--- src/rtl/bus_width_bridge.sv ---
// Narrow/wide bus bridge: packs low-bus beats into high words and
// serialises high words back into low-bus beats with a finish handshake.
module bus_width_bridge #(
    parameter int LOW_WIDTH  = 8,
    parameter int RATIO_LOG  = 2,
    parameter bit BIG_ENDIAN = 1'b0,
    parameter int TIMEOUT    = 0
) (
    input  logic                                 clk,
    input  logic                                 rst_n,
    input  logic [LOW_WIDTH-1:0]                 low_read_data,
    input  logic                                 low_read_valid,
    output logic [LOW_WIDTH*(2**RATIO_LOG)-1:0]  high_read_data,
    output logic                                 high_read_valid,
    output logic                                 pack_timeout,
    input  logic [LOW_WIDTH*(2**RATIO_LOG)-1:0]  high_write_data,
    input  logic                                 high_write_valid,
    output logic                                 high_write_ready,
    output logic                                 unpack_overflow,
    output logic [LOW_WIDTH-1:0]                 low_write_data,
    output logic                                 low_write_valid,
    input  logic                                 low_write_finish
);
    localparam int RATIO = 2 ** RATIO_LOG;
    localparam int HW    = LOW_WIDTH * RATIO;
    localparam int IW    = (TIMEOUT > 1) ? $clog2(TIMEOUT + 1) : 1;

    typedef enum logic [1:0] {IDLE, SEND, WAIT} state_e;

    logic [RATIO_LOG-1:0] cnt_q, cnt_d, lane;
    logic [HW-1:0]        acc_q, acc_d, hrd_q, hrd_d;
    logic                 hrv_q, hrv_d, pto_q, pto_d;
    logic [IW-1:0]        idle_q, idle_d;

    state_e               state_q, state_d;
    logic [HW-1:0]        word_q, word_d;
    logic [RATIO_LOG-1:0] idx_q, idx_d;
    logic [LOW_WIDTH-1:0] lwd_q, lwd_d;
    logic                 ready_q, ready_d, ovf_q, ovf_d;

    // Lane order reverses for big-endian: RATIO-1-i == ~i for power-of-two RATIO.
    function automatic logic [LOW_WIDTH-1:0] lane_of(
        input logic [HW-1:0]        w,
        input logic [RATIO_LOG-1:0] i
    );
        logic [RATIO_LOG-1:0] l;
        l = BIG_ENDIAN ? ~i : i;
        return w[l*LOW_WIDTH +: LOW_WIDTH];
    endfunction

    assign lane = BIG_ENDIAN ? ~cnt_q : cnt_q;

    always_comb begin
        cnt_d  = cnt_q;
        acc_d  = acc_q;
        hrd_d  = hrd_q;
        hrv_d  = 1'b0;
        pto_d  = 1'b0;
        idle_d = idle_q;
        if (low_read_valid) begin
            acc_d[lane*LOW_WIDTH +: LOW_WIDTH] = low_read_data;
            cnt_d  = cnt_q + RATIO_LOG'(1);
            idle_d = '0;
            if (cnt_q == '1) begin
                hrv_d = 1'b1;
                hrd_d = acc_d;
            end
        end else if (cnt_q == '0) begin
            idle_d = '0;
        end else if (TIMEOUT > 0) begin
            if (idle_q == IW'(TIMEOUT - 1)) begin
                cnt_d  = '0;
                idle_d = '0;
                pto_d  = 1'b1;
            end else begin
                idle_d = idle_q + IW'(1);
            end
        end
    end

    always_comb begin
        state_d = state_q;
        word_d  = word_q;
        idx_d   = idx_q;
        lwd_d   = lwd_q;
        ovf_d   = high_write_valid && (state_q != IDLE);
        unique case (state_q)
            IDLE: if (high_write_valid) begin
                word_d  = high_write_data;
                idx_d   = '0;
                lwd_d   = lane_of(high_write_data, '0);
                state_d = SEND;
            end
            SEND: state_d = WAIT;
            WAIT: if (low_write_finish) begin
                if (idx_q == '1) begin
                    state_d = IDLE;
                end else begin
                    idx_d   = idx_q + RATIO_LOG'(1);
                    lwd_d   = lane_of(word_q, idx_d);
                    state_d = SEND;
                end
            end
            default: state_d = IDLE;
        endcase
        ready_d = (state_d == IDLE);
    end

    always_ff @(posedge clk or negedge rst_n) begin
        if (!rst_n) begin
            cnt_q   <= '0;
            acc_q   <= '0;
            hrd_q   <= '0;
            hrv_q   <= 1'b0;
            pto_q   <= 1'b0;
            idle_q  <= '0;
            state_q <= IDLE;
            word_q  <= '0;
            idx_q   <= '0;
            lwd_q   <= '0;
            ready_q <= 1'b1;
            ovf_q   <= 1'b0;
        end else begin
            cnt_q   <= cnt_d;
            acc_q   <= acc_d;
            hrd_q   <= hrd_d;
            hrv_q   <= hrv_d;
            pto_q   <= pto_d;
            idle_q  <= idle_d;
            state_q <= state_d;
            word_q  <= word_d;
            idx_q   <= idx_d;
            lwd_q   <= lwd_d;
            ready_q <= ready_d;
            ovf_q   <= ovf_d;
        end
    end

    assign high_read_data   = hrd_q;
    assign high_read_valid  = hrv_q;
    assign pack_timeout     = pto_q;
    assign high_write_ready = ready_q;
    assign unpack_overflow  = ovf_q;
    assign low_write_data   = lwd_q;
    assign low_write_valid  = (state_q == SEND);
endmodule
--- config.mk ---
export PLATFORM = sky130hd
export DESIGN_NAME = bus_width_bridge
export DESIGN_NICKNAME = d
export VERILOG_FILES = /design/src/rtl/bus_width_bridge.sv
export SDC_FILE = /design/constraint.sdc
export NUM_CORES = 1
export LEC_CHECK = 0
export ABC_AREA = 1
export BUFFER_PORTS_ARGS = -buffer_cell sky130_fd_sc_hd__buf_4
export CAP_MARGIN = 5
export CORE_MARGIN = 4
export CORE_UTILIZATION = 55
export CTS_CLUSTER_DIAMETER = 150
export DETAILED_ROUTE_END_ITERATION = 12
export PLACE_DENSITY = 0.81
export SETUP_SLACK_MARGIN = 0.3
export SLEW_MARGIN = 20
export SYNTH_ARGS = -nofsm -noshare
export SYNTH_HDL_FRONTEND = slang
export SYNTH_SLANG_ARGS = --single-unit
--- constraint.sdc ---
create_clock -name clk -period 2.3 [get_ports clk]
set_input_delay 0.23 -clock clk [delete_from_list [all_inputs] [get_ports clk]]
set_output_delay 0.23 -clock clk [all_outputs]
set_load 0.01 [all_outputs]
# --- After elaboration in Yosys (flattened, before gate mapping) ---
# Cells that the tools add are included.
word_totals:
  ff_bits: 113
  in_bits: 45
  out_inout_bits: 45
  wordCells: 46
classes:
  addsub: 3
  eq_ne: 7
  shifts: 3
  muxes: 15
  reduce_logical: 8
op_table:
  columns: ["op", "n"]
  rows:
  - ["5-bit negation with 34-bit output", 1]
  - ["8-bit by 34-bit variable shift with 32-bit output, first input constant", 1]
  - ["8-bit by 34-bit variable part select with 32-bit output", 1]
  - ["32-bit bitwise mux", 1]
  - ["32-bit by 6-bit variable part select with 8-bit output", 1]
  - ["8-bit two-way mux", 3]
  - ["8-bit one-hot mux with 2 select lines", 1]
  - ["2-bit two-way mux", 5]
  - ["2-bit == test, second input constant", 3]
  - ["2-bit != test, second input constant", 3]
  - ["2-bit one-hot mux with 3 select lines", 1]
  - ["2-bit by 1-bit adder with 2-bit output, second input constant", 2]
  - ["2-bit logical NOT", 2]
  - ["2-bit one-hot mux with 2 select lines", 1]
  - ["2-bit AND reduction", 2]
  - ["4-bit AND reduction", 1]
  - ["2-bit nonzero test", 2]
  - ["1-bit two-way mux", 3]
  - ["2-bit by 1-bit == test with 1-bit output, second input constant", 1]
  - ["1-bit logical AND", 1]

# --- Longest topological paths before layout ---
logic_depth:
  ltp_word: 5
  depth_mapped: 9
  mapped_depth_nobuf: 8

# --- Least setup slack after synthesis ---
# No wires, ideal clock.
synth_timing:
  path_type: "reg2reg"
  start: "register cnt_q[0]"
  end: "register acc_q[17]"
  setup_ps: 66
  arrival_ps: 1747
  t_required_ps: 2234
  slack_ps: 487
  stages_incl_launch_ff: 10
  path_buffers: 1
  synth_period_minus_slack_ps: 1813
  path_cell_list: "dfrtp_1 buf_2 clkinv_1 ha_1 inv_1 nor2_1 nand2_1 o21ai_0 nand2_1 nand2_1"
synth_between:
  elab_chain_cells: 3
  elab_cells_between_ends: 4
  classes_between: "add/sub: 1; shift: 2; mux: 1"
synth_lines:
  columns: ["item", "line", "source"]
  rows:
  - ["start, declared", "30", "logic [RATIO_LOG-1:0] cnt_q, cnt_d, lane;"]
  - ["start signal, assigned", "124", "cnt_q <= cnt_d;"]
  - ["5-bit negation with 34-bit output (*)", "61", "acc_d[lane*LOW_WIDTH +: LOW_WIDTH] = low_read_data;"]
  - ["8-bit by 34-bit variable part select with 32-bit output or 8-bit by 34-bit variable shift with 32-bit output (tied branches)", "61", null]
  - ["32-bit bitwise mux (*)", "61", null]
  - ["end signal, assigned", "112", "acc_q <= '0;"]
  - ["end signal, assigned", "125", "acc_q <= acc_d;"]
  - ["end, declared", "31", "logic [HW-1:0] acc_q, acc_d, hrd_q, hrd_d;"]
# Mark *: on every way between the ends. The rest lies on a longest branch, timed or not.
# A chain may end at the register's enable or synchronous reset.

# --- Worst setup path in the final report ---
layout_timing:
  start: "register cnt_q[1]"
  end: "register acc_q[13]"
# Same word-level chain as after synthesis.

==> flow_summary.ini <==
[status]
status = finished clean

[sta]
fmax_mhz = 559.0
rsz0062_at_grt = false
worst_pin_slew_ns = 1.013
skew_ns = 0.01390
min_period_ns = 1.789
timing.final.crit_share = 0.7777
hold_slack_ns = 0.09698
finalSetupViolCount = 0
hold_viol = 0
tns_ns = 0
slew_headroom = 0.3231
slew_viol_final = 0

[placement]
dpl.hpwl_um = 8338
io_buffers = 88
place.gp.congestion = 0.9257
placed_cells = 795
placed_area_um2 = 5525

[clock_tree]
cts_sinks = 105
path_clk_slew_ns = 0.10
clk_path_buf_depth = 2
htreeDepth = 3
cts_tree = yes
cts_setup_buffers = 0
clock_latency_ns = 0.35
root_buffer = clkbuf_8
cts-buffers-inserted = 9

[finish]
nets = 753
final_area_um2 = 5724
drive_above_1_share = 0.1768
instances_no_fill = 812
area_growth_pct = 18.68
diodes = 0

[worst_setup_path]
worstPathCellList = inv_1 -> ha_1 -> inv_1 -> nor2_1 -> nand2_1 -> o21ai_0 -> nand2_1 -> nand2_1
crit_path_max_incr_delay_ns = 0.39
crit_top_cell = nand2_1
crit_arrival_ns = 2.08
rr_startpoint = cnt_q[1]$_DFFE_PN0P_
worstSetupEndpointType = flop
critPathMaxFanout = 8
r2r_slack_ns = 0.51
worst-setup-path-type = reg2reg
cp_slowest_cell = dfrtp_1
cp.required_ns = 2.59
reg2reg_depth = 8
worst_setup_path_start_kind = flop
regToRegEndpoint = acc_q[13]$_DFFE_PN0P_

[global_route]
grt_pass1_vias = 4112
grt_max_degree = 42
grt_usage = 0.2428
grt_pass1_wl_um = 19880
antenna_found_initial = 0
grt.overflow.total = 0

[synthesis]
syn_area_um2 = 4823
synth_top_family_by_area = simple AND/OR/NAND/NOR gates
synthMuxAreaShare = 0
ys_seq_area_frac = 0.5450
synthXorXnorAreaFrac = 0.001816
synth_fp_nets = 676
synth-simple-area-share = 0.3613
synthAdderAreaFrac = 0.01556
yosys_register_bits = 105
yosysWarningCount = 0
synth_cells = 625
synth_cell_type_count = 22
synth_compound_area_frac = 0.03009
yosysTopAreaCellShare = 0.5396
synth_area_leader_cell = dfrtp_1
synth.top_cells.by_area = dfrtp_1 54%, nand2_1 28%, nand3_1 5.3%
synth_area_per_cell_um2 = 7.717

[hold_path]
hold_class = in2reg
min_path_cells = 3
hp-start = high_write_data[28]
whs_endpoint = word_q[28]$_DFFE_PN0P_

[floorplan]
rows = 33
fp.dieH_um = 101.6
coreArea_um2 = 8382
io_pins = 90
die_w_um = 101.6
die_area_um2 = 10330
initial_core_util = 0.5755

[drt]
wl_per_cell_um = 14.46
wirelength_um = 11740
via_per_inst = 5.271
drtIter0Drc = 301
vias = 4280
drtAntennaViolNets = 0
drtPass1Iterations = 5
drc = 0

[power_and_ir_drop]
worst_ir_drop_vdd_v = 0.0005706
p_leak_nw = 3.161
power.density_nw_per_um2 = 1298

[flow_run]
max_cap_viol_count = 0
-- cell type report --
| class | count | area (µm²) |
|---|---|---|
| fillers | 709 | 2658 |
| flip-flops and latches | 105 | 2629 |
| multi-input cells | 474 | 1976 |
| repair buffers | 97 | 743.2 |
| clock buffers | 12 | 135.1 |
| well taps | 105 | 131.4 |
| inverters | 15 | 56.30 |
| clock inverters | 4 | 53.80 |
-- worst max path at each step --
stage / start / endpoint / slack (ns) / depth (start not counted)
6_report: cnt_q[1]$_DFFE_PN0P_ / acc_q[13]$_DFFE_PN0P_ / 0.51 / 8
5_1_grt: cnt_q[1]$_DFFE_PN0P_ / acc_q[17]$_DFFE_PN0P_ / 0.38 / 8
3_5_place_dp: cnt_q[1]$_DFFE_PN0P_ / high_read_data[17]$_DFFE_PN0P_ / 0.60 / 8
4_1_cts: cnt_q[1]$_DFFE_PN0P_ / acc_q[13]$_DFFE_PN0P_ / 0.55 / 8
3_3_place_gp: cnt_q[0]$_DFFE_PN0P_ / high_read_data[17]$_DFFE_PN0P_ / 0.66 / 9
2_1_floorplan: cnt_q[0]$_DFFE_PN0P_ / acc_q[17]$_DFFE_PN0P_ / 0.49 / 9
-- cell families after synthesis --
logic type                 Yosys count
DFF                                105
AOI/OAI and AO/OA                   29
adders and majority gates            6
and+or+nand+nor                    437
xor gates and xnor gates             1
other                                1
buffers and inverters               46
-- timing repair --
| action | in CTS | in global routing |
|---|---|---|
| endpoints found under the hold margin | 35 | 0 |
| gates resized for setup | 0 | 0 |
| hold buffers | 1 | 0 |
-- sequential cells by signal (all words and copies together), names as in the netlist --
signal            cells
unpack_overflow       1
high_write_ready      1
low_write_data        8
cnt_q                 2
acc_q                24
word_q               32
high_read_valid       1
idx_q                 2
high_read_data       32
state_q               2
-- Yosys cell counts --
master      n
buf_2      10
o21ai_0    19
clkinv_1    2
nand3_2     1
nor2_2      7
o21ai_1     9
nor2_4      2
buf_1       3
dfrtp_1   104
buf_6       4
nand2_1   354
dfstp_2     1
conb_1      1
a21oi_1     1
inv_1       8
nand3_1    51
nor2_1     22
ha_1        6
buf_4       1
clkbuf_1   13
inv_2       5
xor2_1      1
-- critical path: cells and delay by family, from the launching register on --
family	cells	cell delay (ns)
adder cells (fa/ha/maj)	1	0.30
buffers and inverters	2	0.17
AO/OA/AOI/OAI	1	0.37
AND/OR/NAND/NOR	4	0.49
flip-flops	1	0.39
-- layout by cell type (no fill, tap or decap) --
| cell | instances |
|---|---|
| buf_12 | 1 |
| xor2_1 | 1 |
| o21ai_0 | 19 |
| clkinv_1 | 2 |
| buf_4 | 95 |
| nor2_4 | 2 |
| dfstp_2 | 1 |
| bufinv_16 | 1 |
| clkinvlp_4 | 2 |
| nand3_2 | 1 |
| inv_1 | 8 |
| nand2_1 | 354 |
| dfrtp_1 | 104 |
| nor2_2 | 7 |
| clkbuf_1 | 3 |
| nor2_1 | 22 |
| ha_1 | 6 |
| nand3_1 | 51 |
| dlygate4sd3_1 | 1 |
| o21ai_1 | 9 |
| inv_2 | 5 |
| a21oi_1 | 1 |
| conb_1 | 1 |
| clkbuf_8 | 9 |
| clkinv_4 | 1 |
-- per-stage QoR --
step / total power [mW] / util / setup slack (ns)
after CTS: 7.446 / 0.6829 / 0.5489
final: 7.430 / 0.6829 / 0.5112
after detailed placement: 6.336 / 0.6592 / 0.6050
after global placement: 6.179 / 0.6592 / 0.6637
after floorplan: 5.163 / - / 0.4871
after global routing: 8.067 / 0.6829 / 0.3779
-- metal layers --
layer | routed length, µm | track usage | up-vias | part of all wire
li1 | - | - | 2085 | -
met1 | 5469 | 0.3661 | 2032 | 0.47
met2 | 5346 | 0.3632 | 143 | 0.46
met3 | 702 | 0.03512 | 20 | 0.060
met4 | 223 | 0.07975 | 0 | 0.019
met5 | 0 | 0 | - | 0
-- power breakdown --
group          internal, mW  switching, mW
clock                 0.508          0.600
combinational          1.22           1.99
sequential             2.65          0.466
total                  4.37           3.06
Note: power is estimated with default switching activity, not from simulation.
